===== src/rtl/versatile_mem_ctrl_pkg.sv =====
// Shared types and helpers for the Wishbone front-end arbiter of the memory controller.
// Holds the bridge FSM encoding, Wishbone cycle/burst type codes and the burst-length decode.
package versatile_mem_ctrl_pkg;

    typedef enum logic [1:0] {
        ST_IDLE = 2'd0,
        ST_WR   = 2'd1,
        ST_RD   = 2'd2,
        ST_FE   = 2'd3
    } arb_state_t;

    localparam logic [2:0] CTI_INCR   = 3'b010;
    localparam logic [2:0] CTI_EOB    = 3'b111;
    localparam logic [1:0] BTE_WRAP4  = 2'b01;
    localparam logic [1:0] BTE_WRAP8  = 2'b10;
    localparam logic [1:0] BTE_WRAP16 = 2'b11;

    // Only incrementing wrap bursts have a known length; everything else is one beat.
    function automatic logic [4:0] burst_len(input logic [2:0] cti, input logic [1:0] bte);
        logic [4:0] len;
        len = 5'd1;
        if (cti == CTI_INCR) begin
            case (bte)
                BTE_WRAP4:  len = 5'd4;
                BTE_WRAP8:  len = 5'd8;
                BTE_WRAP16: len = 5'd16;
                default:    len = 5'd1;
            endcase
        end else begin
            len = 5'd1;
        end
        return len;
    endfunction

endpackage


===== src/rtl/wb_rr_arbiter.sv =====
// Round-robin arbiter: one-hot grant to the first requester after the last accepted winner.
// The pointer advances only when the caller signals acceptance through en.
module wb_rr_arbiter
    import versatile_mem_ctrl_pkg::*;
#(
    parameter int NR_OF_PORTS = 2
) (
    input  logic                   wb_clk,
    input  logic                   wb_rst,
    input  logic [NR_OF_PORTS-1:0] req,
    input  logic                   en,
    output logic [NR_OF_PORTS-1:0] gnt
);

    localparam int IDX_W = (NR_OF_PORTS > 1) ? $clog2(NR_OF_PORTS) : 1;

    logic [IDX_W-1:0] last_r;
    logic [IDX_W-1:0] win_idx_s;

    // Search requesters starting one past the last owner, wrapping around.
    always_comb begin
        int               idx;
        logic             found;
        logic             hit;
        logic [IDX_W-1:0] sel;
        gnt       = '0;
        win_idx_s = last_r;
        found     = 1'b0;
        idx       = 0;
        hit       = 1'b0;
        sel       = '0;
        for (int i = 1; i <= NR_OF_PORTS; i++) begin
            idx       = int'(last_r) + i;
            idx       = (idx >= NR_OF_PORTS) ? (idx - NR_OF_PORTS) : idx;
            sel       = IDX_W'(idx);
            hit       = !found && req[sel];
            gnt[sel]  = gnt[sel] | hit;
            win_idx_s = hit ? sel : win_idx_s;
            found     = found | hit;
        end
    end

    // Reset points at the highest port so port 0 is served first.
    always_ff @(posedge wb_clk or posedge wb_rst) begin
        if (wb_rst) begin
            last_r <= IDX_W'(NR_OF_PORTS - 1);
        end else if (en) begin
            last_r <= win_idx_s;
        end else begin
            last_r <= last_r;
        end
    end

endmodule


===== src/rtl/fsm_wb_arb.sv =====
// Wishbone multi-port front end: arbitrates slave ports onto the egress command/write FIFO
// and returns read data from the ingress FIFO, tracking burst length per grant.
module fsm_wb_arb
    import versatile_mem_ctrl_pkg::*;
#(
    parameter int NR_OF_PORTS = 2,
    parameter int CNT_W       = 5
) (
    input  logic                     wb_clk,
    input  logic                     wb_rst,
    input  logic [NR_OF_PORTS-1:0]   cyc_i,
    input  logic [NR_OF_PORTS-1:0]   stb_i,
    input  logic [NR_OF_PORTS-1:0]   we_i,
    input  logic [3*NR_OF_PORTS-1:0] cti_i,
    input  logic [2*NR_OF_PORTS-1:0] bte_i,
    output logic [NR_OF_PORTS-1:0]   ack_o,
    output logic [NR_OF_PORTS-1:0]   stall_o,
    input  logic                     stall_i,
    output logic                     egress_fifo_we,
    input  logic                     egress_fifo_full,
    output logic                     ingress_fifo_re,
    input  logic                     ingress_fifo_empty,
    output logic [NR_OF_PORTS-1:0]   grant_o
);

    localparam int N = NR_OF_PORTS;

    arb_state_t       state_r;
    logic [CNT_W-1:0] cnt_r;
    logic [N-1:0]     owner_r;
    logic [N-1:0]     rd_ack_r;

    logic [N-1:0]     req_s, win_s, sel_s, wr_ack_s, stall_s;
    logic [2:0]       win_cti_s, own_cti_s;
    logic [1:0]       win_bte_s;
    logic [CNT_W-1:0] len_s;
    logic             win_we_s, own_req_s, own_cyc_s, rd_pend_s, last_beat_s;
    logic             accept_s, wr_beat_s, rd_beat_s, fe_beat_s, beat_acc_s;

    assign req_s = cyc_i & stb_i;

    wb_rr_arbiter #(
        .NR_OF_PORTS(N)
    ) u_arb (
        .wb_clk (wb_clk),
        .wb_rst (wb_rst),
        .req    (req_s),
        .en     (accept_s),
        .gnt    (win_s)
    );

    // One-hot AND-OR muxes pick the winner's and owner's cycle attributes.
    always_comb begin
        win_cti_s = 3'b000;
        win_bte_s = 2'b00;
        own_cti_s = 3'b000;
        for (int p = 0; p < N; p++) begin
            win_cti_s = win_cti_s | (cti_i[3*p +: 3] & {3{win_s[p]}});
            win_bte_s = win_bte_s | (bte_i[2*p +: 2] & {2{win_s[p]}});
            own_cti_s = own_cti_s | (cti_i[3*p +: 3] & {3{owner_r[p]}});
        end
    end

    assign win_we_s    = |(win_s & we_i);
    assign own_req_s   = |(owner_r & req_s);
    assign own_cyc_s   = |(owner_r & cyc_i);
    assign rd_pend_s   = |rd_ack_r;
    assign len_s       = CNT_W'(burst_len(win_cti_s, win_bte_s));
    assign last_beat_s = (cnt_r == CNT_W'(1)) || (own_cti_s == CTI_EOB);

    // A write entry would ack alongside the trailing read ack, so it waits one cycle.
    always_comb begin
        accept_s   = (state_r == ST_IDLE) && (|req_s) && !egress_fifo_full && !stall_i
                     && !(win_we_s && rd_pend_s);
        wr_beat_s  = (state_r == ST_WR) && own_req_s && !egress_fifo_full && !stall_i;
        rd_beat_s  = (state_r == ST_RD) && own_req_s && !ingress_fifo_empty && !stall_i;
        fe_beat_s  = (state_r == ST_FE) && !ingress_fifo_empty && (cnt_r != '0);
        beat_acc_s = accept_s | wr_beat_s | rd_beat_s;
        sel_s      = (state_r == ST_IDLE) ? win_s : owner_r;
        wr_ack_s   = (accept_s && win_we_s) ? win_s : (wr_beat_s ? owner_r : '0);
        stall_s    = {N{stall_i}} | (req_s & ~(sel_s & {N{beat_acc_s}}));
    end

    // Bridge FSM: ownership, remaining beats and the one-cycle-late read ack.
    always_ff @(posedge wb_clk or posedge wb_rst) begin
        if (wb_rst) begin
            state_r  <= ST_IDLE;
            cnt_r    <= '0;
            owner_r  <= '0;
            rd_ack_r <= '0;
        end else begin
            rd_ack_r <= rd_beat_s ? owner_r : '0;
            case (state_r)
                ST_IDLE: begin
                    if (accept_s && win_we_s && (len_s != CNT_W'(1))) begin
                        state_r <= ST_WR;
                        cnt_r   <= len_s - CNT_W'(1);
                        owner_r <= win_s;
                    end else if (accept_s && !win_we_s) begin
                        state_r <= ST_RD;
                        cnt_r   <= len_s;
                        owner_r <= win_s;
                    end
                end
                ST_WR: begin
                    if (!own_cyc_s) begin
                        state_r <= ST_IDLE;
                        owner_r <= '0;
                    end else if (wr_beat_s) begin
                        cnt_r <= cnt_r - CNT_W'(1);
                        if (last_beat_s) begin
                            state_r <= ST_IDLE;
                            owner_r <= '0;
                        end
                    end
                end
                ST_RD: begin
                    if (!own_cyc_s) begin
                        state_r <= ST_FE;
                    end else if (rd_beat_s) begin
                        cnt_r <= cnt_r - CNT_W'(1);
                        if (last_beat_s) begin
                            state_r <= ST_IDLE;
                            owner_r <= '0;
                        end
                    end
                end
                ST_FE: begin
                    if (cnt_r == '0) begin
                        state_r <= ST_IDLE;
                        owner_r <= '0;
                    end else if (fe_beat_s) begin
                        cnt_r <= cnt_r - CNT_W'(1);
                        if (cnt_r == CNT_W'(1)) begin
                            state_r <= ST_IDLE;
                            owner_r <= '0;
                        end
                    end
                end
                default: begin
                    state_r <= ST_IDLE;
                    owner_r <= '0;
                end
            endcase
        end
    end

    // Input-dependent strobes are forced low while reset is held.
    assign ack_o           = wb_rst ? '0 : (wr_ack_s | rd_ack_r);
    assign stall_o         = wb_rst ? '0 : stall_s;
    assign egress_fifo_we  = wb_rst ? 1'b0 : (accept_s | wr_beat_s);
    assign ingress_fifo_re = wb_rst ? 1'b0 : (rd_beat_s | fe_beat_s);
    assign grant_o         = owner_r;

endmodule


===== config.mk =====
export PLATFORM = sky130hd
export DESIGN_NAME = fsm_wb_arb
export DESIGN_NICKNAME = d
export VERILOG_FILES = /design/src/rtl/versatile_mem_ctrl_pkg.sv /design/src/rtl/wb_rr_arbiter.sv /design/src/rtl/fsm_wb_arb.sv
export SDC_FILE = /design/constraint.sdc
export NUM_CORES = 1
export LEC_CHECK = 0
export ABC_AREA = 0
export ABC_CLOCK_PERIOD_IN_PS = 5100
export BUFFER_PORTS_ARGS = -buffer_cell sky130_fd_sc_hd__buf_2
export CORE_MARGIN = 2
export CORE_UTILIZATION = 45
export CTS_CLUSTER_DIAMETER = 200
export DETAILED_ROUTE_END_ITERATION = 10
export PLACE_DENSITY_LB_ADDON = 0.05
export SLEW_MARGIN = 20
export SYNTH_ARGS = -nofsm -noshare
export SYNTH_HDL_FRONTEND = slang
export SYNTH_HIERARCHICAL = 1
export SYNTH_SLANG_ARGS = --single-unit

===== constraint.sdc =====
create_clock -name wb_clk -period 5.1 [get_ports wb_clk]
set_input_delay 0.255 -clock wb_clk [delete_from_list [all_inputs] [get_ports wb_clk]]
set_output_delay 0.255 -clock wb_clk [all_outputs]
set_load 0.01 [all_outputs]

**Word-level counts from Yosys, hierarchy flattened**

Cells that the tools add are included.

- Order comparisons: 6
- $add $sub $neg: 6
- Reductions and logical operators: 39
- Bitwise gates (word level): 24
- Mux-type cells: 54
- Equality and inequality tests: 21

Operator list:

| kind | count |
|---|---|
| $mux 2 | 23 |
| $mux 5 | 9 |
| $pmux 5 s4 | 1 |
| $logic_and 1x1->1 | 19 |
| $and 2x2->2 | 9 |
| $pmux 2 s4 | 2 |
| $mux 1 | 15 |
| $pmux 5 s3 | 1 |
| $and 3x3->3 | 4 |
| $ne 2x2->1 const B | 6 |
| $reduce_or 2->1 | 5 |
| $sub 5x1->5 const B | 2 |
| $eq 2x2->1 const B | 4 |
| $reduce_and 7->1 | 1 |
| $logic_not 1->1 | 6 |
| $ne 3x1->1 const B | 2 |
| $ne 3x3->1 const B | 2 |
| $or 2x2->2 | 3 |
| $or 3x3->3 | 2 |
| $reduce_and 6->1 | 1 |
| $eq 5x1->1 const B | 1 |
| $logic_not 5->1 | 1 |
| $ne 5x1->1 const B | 1 |
| $or 1x1->1 | 5 |
| other kinds (20) | 25 |

- Word-level logic and storage cells: 155
- Bits of input ports: 21
- Bits in registers: 12
- Output and inout bits: 8

**Depth between registers and ports, before layout**

Gate-level depths: netlist of the first run.

- Word-level depth: 24
- Mapped depth: 14
- Depth with buffers taken out: 13

**Cells and area by module**

Netlist of the first run, hierarchy kept.

Modules (own cells, without submodules):

| module | sequential area each (sq um) | instances | cells an instance | area an instance (sq um) |
|---|---|---|---|---|
| fsm_wb_arb | 275.3 | 1 | 152 | 1,186.1 |
| wb_rr_arbiter | 26.3 | 1 | 7 | 60.1 |

**Worst setup path after synthesis of the first run**

No wires, ideal clock.

- Kind: input port to flip-flop
- Start point: in cyc_i[0]
- End point: reg cnt_r[3]
- Path buffers: 0
- Stages: 12
- Library setup time: 0.119 ns
- Arrival time: 2.373 ns
- Path slack: 2.608 ns
- Data required time: 4.981 ns
- Path through: and2_1 a21boi_0 a22o_1 o2111ai_1 inv_1 ha_1 nor3b_1 nand4_1 xnor2_1 a21oi_1 a31oi_1 o21a_1

- Longest elaborated chain between the ends: 18
- Elaborated cells between the ends (all ways): 59
- Those cells by class: add/sub: 1; eq/ne: 10; mux: 12; bitwise: 13; reduce/logical: 23

Ends and longest elaborated chain:

| element | line | text |
|---|---|---|
| from (decl) | fsm_wb_arb.sv:11 | `input logic [NR_OF_PORTS-1:0] cyc_i,` |
| $and 2x2->2 * | fsm_wb_arb.sv:40 | `assign req_s = cyc_i & stb_i;` |
| $mux 1 (not written as such) (2 in a row) | wb_rr_arbiter.sv:36 | `hit = !found && req[sel];` |
| $or 1x1->1 | wb_rr_arbiter.sv:37 | `gnt[sel] = gnt[sel] \| hit;` |
| $and 2x2->2 (no line) | -- |  |
| $mux 1 (not written as such) (2 in a row) | wb_rr_arbiter.sv:37 |  |
| $or 1x1->1 | wb_rr_arbiter.sv:37 |  |
| $bwmux 2 * | wb_rr_arbiter.sv:37 |  |
| via win_s[1] | fsm_wb_arb.sv:33 | `logic [N-1:0] req_s, win_s, sel_s, wr_ack_s, stall_s;` |
| branches (longest 9 deep; another with $sub 5x1->5) | -- |  |
| to (signal assigned) | fsm_wb_arb.sv:97 | `cnt_r <= len_s - CNT_W'(1);` |
| to (signal assigned) | fsm_wb_arb.sv:101 | `cnt_r <= len_s;` |
| to (signal assigned) | fsm_wb_arb.sv:110 | `cnt_r <= cnt_r - CNT_W'(1);` |
| to (decl) | fsm_wb_arb.sv:29 | `logic [CNT_W-1:0] cnt_r;` |

Mark *: on every way through the listed nets, which the timed path passes. The select of a mux whose other input is x is not followed.
A chain may end at the register's enable or synchronous reset.

**Worst setup path in the final report of the first run**

- Start point: reg u_arb.last_r
- End point: reg cnt_r[3]

- Longest elaborated chain between the ends: 21
- Elaborated cells between the ends (all ways): 58
- Those cells by class: add/sub: 5; order compare: 6; eq/ne: 6; mux: 18; bitwise: 10; reduce/logical: 13

Ends and longest elaborated chain:

| element | line | text |
|---|---|---|
| from (decl) | wb_rr_arbiter.sv:17 | `logic [IDX_W-1:0] last_r;` |
| from (signal assigned) | wb_rr_arbiter.sv:46 | `last_r <= IDX_W'(NR_OF_PORTS - 1);` |
| from (signal assigned) | wb_rr_arbiter.sv:48 | `last_r <= win_idx_s;` |
| from (signal assigned) | wb_rr_arbiter.sv:50 | `last_r <= last_r;` |
| $add 1x1->2 | wb_rr_arbiter.sv:33 | `idx = int'(last_r) + i;` |
| $ge 2x2->1 / $sub 1x1->1 (equally long branches) | wb_rr_arbiter.sv:34 | `idx = (idx >= NR_OF_PORTS) ? (idx - NR_OF_PORTS) : idx;` |
| $mux 1 | wb_rr_arbiter.sv:34 |  |
| $lt 1x2->1 (not written as such) / $ge 1x1->1 (equally long branches) | wb_rr_arbiter.sv:37 |  |
| $logic_and 1x1->1 (not written as such) | wb_rr_arbiter.sv:37 |  |
| $mux 1 (not written as such) | wb_rr_arbiter.sv:37 |  |
| $demux 1 s1 | -- |  |
| $and 2x2->2 (no line) | -- |  |
| $mux 1 (not written as such) (2 in a row) | wb_rr_arbiter.sv:37 |  |
| $or 1x1->1 | wb_rr_arbiter.sv:37 |  |
| $bwmux 2 * | wb_rr_arbiter.sv:37 |  |
| via win_s[0] | fsm_wb_arb.sv:33 |  |
| branches (longest 9 deep; another with $sub 5x1->5) | -- |  |

Marks and branches as above.

==> key figures, run 1 <==
Pwr
  • Leak pwr: ~0.61 nW
  • Sequential share of power: 0.306
  • Cell internal pwr: approximately 0.00033 W
  • Sw frac: 0.506
  • Clk pwr share: 0.104
  • Combinational share of power: 0.590
  • Power per cell area: approximately 470 mW/mm²
  • Peak supply drop: 0.328 mV
  • NetSw: 0.000341 W

Floorplan
  • Die Height: between 50 and 60 µm
  • Core ar.: approximately 0.0027 mm²
  • Starting Density: 0.464
  • Row count: 19
  • Ports: 29
  • Die area: roughly 0.0032 mm²
  • Die X: about 57 µm

Global routing
  • GRT overflow: 0
  • GR Util All Layers: 0.220
  • Largest net degree at the start of global routing: 15
  • Vias in the first global route: ~1200
  • Initial antenna violation count: 0
  • First-pass GRT wire length: between 5 and 6 mm

Setup path
  • Startpoint types: flip-flop
  • WP data required: roughly 5.3 ns
  • Critical path type: reg -> reg
  • Reg2Reg Setup Slack: about 2.1 ns
  • Worst Setup End Kind: flip-flop
  • Crit Path Max Fanout: 9
  • Data arrival time of the worst path: around 3.1 ns

Status
  • Status: finished clean

Final layout
  • Design Area, Final: roughly 0.0014 mm²
  • Layout cell share with drive strength beyond 1: 0.216
  • Inserted Diodes: 0
  • # nets final: ~210
  • Final core utilization: 0.530
  • Synthesis-to-finish area growth: 14.2%
  • Cell Count, Final, Fillers Out: roughly 220

Detailed routing
  • Vias: about 1400
  • DR iter-0 viols: 66
  • DRT Wirelength: 3.47 mm
  • Pre-antenna DRT Iters: 4
  • WL/cell: 16.0 µm
  • Residual DRC: 0
  • Via density: between 6 and 7
  • ANT nets after route: 0

Worst hold path
  • Worst hold path type: in -> async

Synth
  • EDFF count, synth: 0
  • Cells after synthesis: ~160
  • Most frequent cells after synthesis: a21oi_1 (20), nand2_1 (12), dfrtp_1 (11), o21ai_0 (11)
  • Post-synth net total: 185
  • Post-synth cell types: 50
  • Top cell type's share of synthesized area: 0.221
  • Flops & latches, synth: 12
  • Most common cell in the synthesized netlist: a21oi_1
  • Seq/Total Area, Yosys: 0.242
  • Synth Cell Area: roughly 0.0012 mm²
  • Area leader, netlist: dfrtp_1
  • YS warnings: 6
  • Post-synth ARST share: 1.00
  • Top area cells in the synthesized netlist: dfrtp_1 (22%), a21oi_1 (8.0%), ha_1 (5.0%), o21ai_0 (4.4%), nand2_1 (3.6%)
  • Mean post-synth cell area: slightly below 8 µm²
  • Main synth FF type: dfrtp_1

Timing
  • Final Hold Viols: 0
  • Final setup viols: 0
  • Worst-Margin Slew: between 0.8 and 0.9 ns
  • Tcrit/Tclk final: 0.579
  • Min cycle time layout: between 2 and 3 ns
  • Achievable clock frequency: 0.339 GHz
  • Final Max Tran Viols: 0
  • RSZ-0062 raised after global routing: false
  • Worst Clk Skew: ~0.0085 ns
  • Slew headroom: 0.433
  • TNS Setup: 0 ns

Clock tree
  • Setup bufs post-CTS: 0
  • Clock Latency Late Sink: around 0.29 ns
  • # hold bufs at CTS: 0
  • Clock tree buffer depth: 2
  • # resized after CTS: 0
  • Reg clk slew, reported paths: about 0.1 ns
  • Root Buffer: clkbuf_4
  • H-tree levels: 1
  • Sink Count: 12
  • CTS Buf Count: 3
  • CTS tree: built

Placement
  • Placed Cells incl. Taps: 212
  • Gp weighted congestion: roughly 0.87
  • Post-detail-place hpwl: around 2.7 mm
  • Port Buffers: 28
  • Area post-placement: 0.00140 mm²

Flow run
  • Max Cap Violations: 0
## worst max-delay path, cell delays in order (launching register included)
cell       delay (ns)
dfstp_2          0.57
inv_1            0.05
a21boi_1         0.54
a22o_1           0.28
o2111ai_1        0.23
inv_1            0.17
ha_1             0.16
nor3b_1          0.19
nand4_1          0.14
xnor2_1          0.15
a21oi_1          0.14
a31oi_1          0.05
o21a_1           0.18
## cells by family after synthesis
logic type | after synthesis | synth area share
AOI/OAI and AO/OA | 64 | 0.344
and+or+nand+nor | 57 | 0.271
buffers and inverters | 16 | 0.0532
DFF | 12 | 0.242
adders and majority gates | 5 | 0.0502
muxes | 3 | 0.0251
xor gates and xnor gates | 2 | 0.0141
## path summary, 6_finish.rpt
kind                                      to          from  cells after the start
min in group wb_clk             u_arb/last_r      stb_i[0]                      3
max in group asynchronous           cnt_r[2]        wb_rst                      2
worst max register to register      cnt_r[3]  u_arb/last_r                     12
worst min-delay path            u_arb/last_r        wb_rst                      2
worst max-delay path                cnt_r[3]  u_arb/last_r                     12
worst min register to register      cnt_r[4]      cnt_r[4]                      2
## cell type report
type / instances / area, µm²
fillers: 291 / 1260
repair buffers: 28 / 140
well taps: 31 / 38.8
inverters: 10 / 37.5
flip-flops and latches: 12 / 302
clock buffers: 4 / 26.3
multi-input cells: 131 / 878
## power groups by stage
| stage | clock network, W | registers (W) | logic [W] |
|---|---|---|---|
| after detailed placement | 0 | 0.000205 | 0.000396 |
| after global routing | 0.0000747 | 0.000213 | 0.000447 |
| final | 0.0000696 | 0.000206 | 0.000397 |
| after global placement | 0 | 0.000205 | 0.000390 |
| after CTS | 0.0000713 | 0.000204 | 0.000397 |
| after floorplan | 0 | 0.000168 | 0.000344 |
## cells in the final DEF, fill, tap and decap left out, drive strengths merged, types with 2 or more instances in the layout
cell    instances
a22oi           4
xnor2           2
a31oi           4
nor3            2
o211ai          2
clkbuf          4
dfrtp          11
nor2b           4
and3            2
o221ai          2
mux2i           2
a21oi          20
nand2          12
inv            10
o22a            2
buf            28
a22o            5
nor2           11
o21ai          12
nand2b          2
ha              5
nand3          10
o21a            4
a21boi          2
and2            3
nand4b          2
nand4           3
nor4b           2
## per-stage QoR
stage / setup slack (ns) / total power [W] / hold WS (ns)
after floorplan: 2.61 / 0.000512 / 0.107
final: 2.15 / 0.000673 / 0.0107
after detailed placement: 2.03 / 0.000601 / 0.327
after global placement: 2.22 / 0.000595 / 0.319
after global routing: 1.94 / 0.000735 / 0.0248
after CTS: 2.14 / 0.000672 / 0.0145
## routing by layer
| layer | part of all wire | wire length, µm | GRT usage |
|---|---|---|---|
| met1 | 0.46 | 1590 | 0.308 |
| met2 | 0.46 | 1600 | 0.350 |
| met3 | 0.070 | 244 | 0.0346 |
| met4 | 0.0089 | 31 | 0.0612 |
| met5 | 0 | 0 | 0 |
## state kept, by name (all words and copies together), names as in the netlist
register,count
cnt_r,5
grant_o,2
rd_ack_r,2
state_r,2
u_arb/last_r,1
No activity file was read; power rests on OpenSTA's default activity.
==> inputs of run 2 (changes only) <==
ABC_AREA = 1   (was 0)
ABC_CLOCK_PERIOD_IN_PS = 2500   (was 5100)
clock period = 2.5 ns   (was 5.1 ns; I/O delays follow)
==> key figures, run 2 <==
Worst hold path
  • Worst Hold Launch: stall_i
  • Sink of the worst hold path: rd_ack_r[1]
  • Worst hold path type: in -> reg
  • Cell depth of the worst hold path: 4

Detailed routing
  • Vias: 1423
  • Residual DRC: 0
  • Via density: a little under 5
  • Pre-antenna DRT Iters: 4
  • Top Metal Used: met4
  • Met3 WL: between 150 and 200 µm
  • ANT nets after route: 0
  • DRT Wirelength: between 3 and 4 mm
  • Met2 WL post-DR: 1.49 mm
  • WL/cell: 11.2 µm
  • DR iter-0 viols: 67
  • Wl on met1: 1.58 mm

Synth
  • Seq/Total Area, Yosys: 0.225
  • Top area cells in the synthesized netlist: nand2_1 (23%), dfrtp_1 (21%), inv_1 (9.3%), nor2_1 (6.7%), nand3_1 (5.6%)
  • Post-synth net total: around 260
  • EDFF count, synth: 0
  • Synth Cell Area: 0.00134 mm²
  • Post-synth ARST share: 1.00
  • Area leader, netlist: nand2_1
  • Main synth FF type: dfrtp_1
  • Flops & latches, synth: 12
  • Most common cell in the synthesized netlist: nand2_1
  • Cells after synthesis: 230
  • Most frequent cells after synthesis: nand2_1 (82), inv_1 (33), nor2_1 (24), nand3_1 (15), o21ai_0 (14)
  • Top cell type's share of synthesized area: 0.230
  • Mean post-synth cell area: 5.82 µm²
  • Post-synth cell types: 32
  • YS warnings: 6

Timing
  • Achievable clock frequency: about 0.43 GHz
  • Min cycle time layout: approximately 2.3 ns
  • Worst Clk Skew: around 0.0078 ns
  • Final Hold Viols: 0
  • Final Max Tran Viols: 0
  • TNS Setup: 0 ns
  • Final setup viols: 0
  • Worst-Margin Slew: around 0.52 ns
  • RSZ-0062 raised after global routing: false
  • Tcrit/Tclk final: 0.924
  • Slew headroom: 0.653

Global routing
  • GR Util All Layers: 0.217
  • GRT overflow: 0
  • First-pass GRT wire length: roughly 5.7 mm
  • Initial antenna violation count: 0
  • Largest net degree at the start of global routing: 14
  • Vias in the first global route: 1277

Placement
  • Gp weighted congestion: just over 0.8
  • Post-detail-place hpwl: approximately 2.7 mm
  • Port Buffers: 28

Final layout
  • Max reg flops: 5
  • # nets final: ~290
  • Synthesis-to-finish area growth: 15.7%
  • Number of fillers in the final layout: slightly above 300
  • Commonest non-fill, non-tap cell in the layout: nand2_1
  • Largest reg by FF count: cnt_r
  • Inserted Diodes: 0
  • Final core utilization: 0.556
  • Layout cell share with drive strength beyond 1: 0.206
  • Commonest cells after routing, fill and taps aside: nand2_1 (82), inv_1 (33), buf_2 (28)

Floorplan
  • Core ar.: 0.00278 mm²
  • Starting Density: 0.481
  • Ports: 29
  • Die X: 58.5 µm
  • Row count: 19
  • Die area: approximately 0.0034 mm²
  • Die Height: between 50 and 60 µm

Setup path
  • Critical path type: reg -> out
  • WP data required: between 2 and 2.5 ns
  • Reg-to-Reg Start: u_arb/last_r
  • R2R cell count: 13
  • Crit Path Max Fanout: 9
  • Worst r2r dst: cnt_r[2]
  • Worst Setup End Kind: output port
  • Reg2Reg Setup Slack: between 0.3 and 0.4 ns
  • Startpoint types: flip-flop
  • Data arrival time of the worst path: ~2.2 ns

Clock tree
  • CTS Buf Count: 3
  • Root Buffer: clkbuf_4
  • Clock tree buffer depth: 2
  • CTS tree: built
  • Reg clk slew, reported paths: roughly 0.08 ns
  • Clock Latency Late Sink: between 0.2 and 0.3 ns
  • Sink Count: 12
  • H-tree levels: 1
  • Setup bufs post-CTS: 0

Status
  • Status: finished clean

Flow run
  • Max Cap Violations: 0

Pwr
  • Power per cell area: approximately 810 mW/mm²
  • Leak pwr: 0.890 nW
  • Peak supply drop: between 0.6 and 0.7 mV
run 2: cell type report:
class | count | area [µm²] | area share
Clock buffer | 4 | 26.3 | 0.0170
Inverter | 38 | 148 | 0.0954
Multi-Input combinational cell | 177 | 868 | 0.561
Sequential cell | 12 | 302 | 0.195
Tap cell | 31 | 38.8 | 0.0251
Timing Repair Buffer | 31 | 165 | 0.107
run 2: what timing repair did:
item / 4_1_cts / 5_1_grt
endpoints found under the hold margin: 12 / 0
resized for setup: 0 / 0
hold buffers: 1 / 0
run 2: logic make-up (layout without fill, tap and decap cells):
kind of cell,after synthesis,count (layout),synth area share
adders and majority gates,5,5,0.0468
and+or+nand+nor,140,140,0.462
DFF,12,12,0.225
xor gates and xnor gates,1,1,0.00655
buffers and inverters,41,73,0.125
AOI/OAI and AO/OA,31,31,0.134
run 2: worst max path at each step:
stage / start / to / slack, ns / cells past startpoint
after CTS: u_arb/last_r / stall_o[0] / 0.21 / 14
after global routing: u_arb/last_r / stall_o[1] / 0.04 / 14
after global placement: cyc_i[0] / cnt_r[2] / 0.43 / 15
after detailed placement: u_arb/last_r / cnt_r[2] / 0.37 / 13
after floorplan: u_arb/last_r / cnt_r[2] / 0.52 / 13
final: u_arb/last_r / stall_o[0] / 0.19 / 14
run 2: metal layers:
layer	vias up	GRT usage
met3	2	0.0484
met1	608	0.300
met5	-	0
met4	0	0.0199
met2	35	0.361
li1	778	-
run 2: worst max-delay path, stage by stage, from the launching register on:
cell      delay [ns]
dfstp_2         0.55
inv_1           0.05
a21boi_1        0.12
buf_4           0.17
nand2_1         0.06
nand2_1         0.12
inv_1           0.07
o21ai_1         0.18
nand2_1         0.07
inv_1           0.07
nand2_1         0.07
nand2_1         0.06
nand2_1         0.06
a21oi_1         0.11
buf_2           0.14
run 2: stage by stage:
step | instance area, µm² | worst slack (ns) | power, W | instances | hold WS (ns)
finish | 1550 | 0.190 | 0.00126 | 293 | 0.204
global route | 1550 | 0.0430 | 0.00140 | 293 | 0.231
CTS | 1550 | 0.208 | 0.00127 | 293 | 0.203
detailed placement | 1510 | 0.365 | 0.00113 | 288 | 0.182
global placement | 1510 | 0.432 | 0.00113 | 288 | 0.186
floorplan | 1340 | 0.516 | 0.000952 | 230 | -0.0111
run 2: power by group:
group,switching (W),internal (W)
clock network,0.0000708,0.0000619
logic,0.000515,0.000276
registers,0.0000655,0.000269
total,0.000652,0.000607
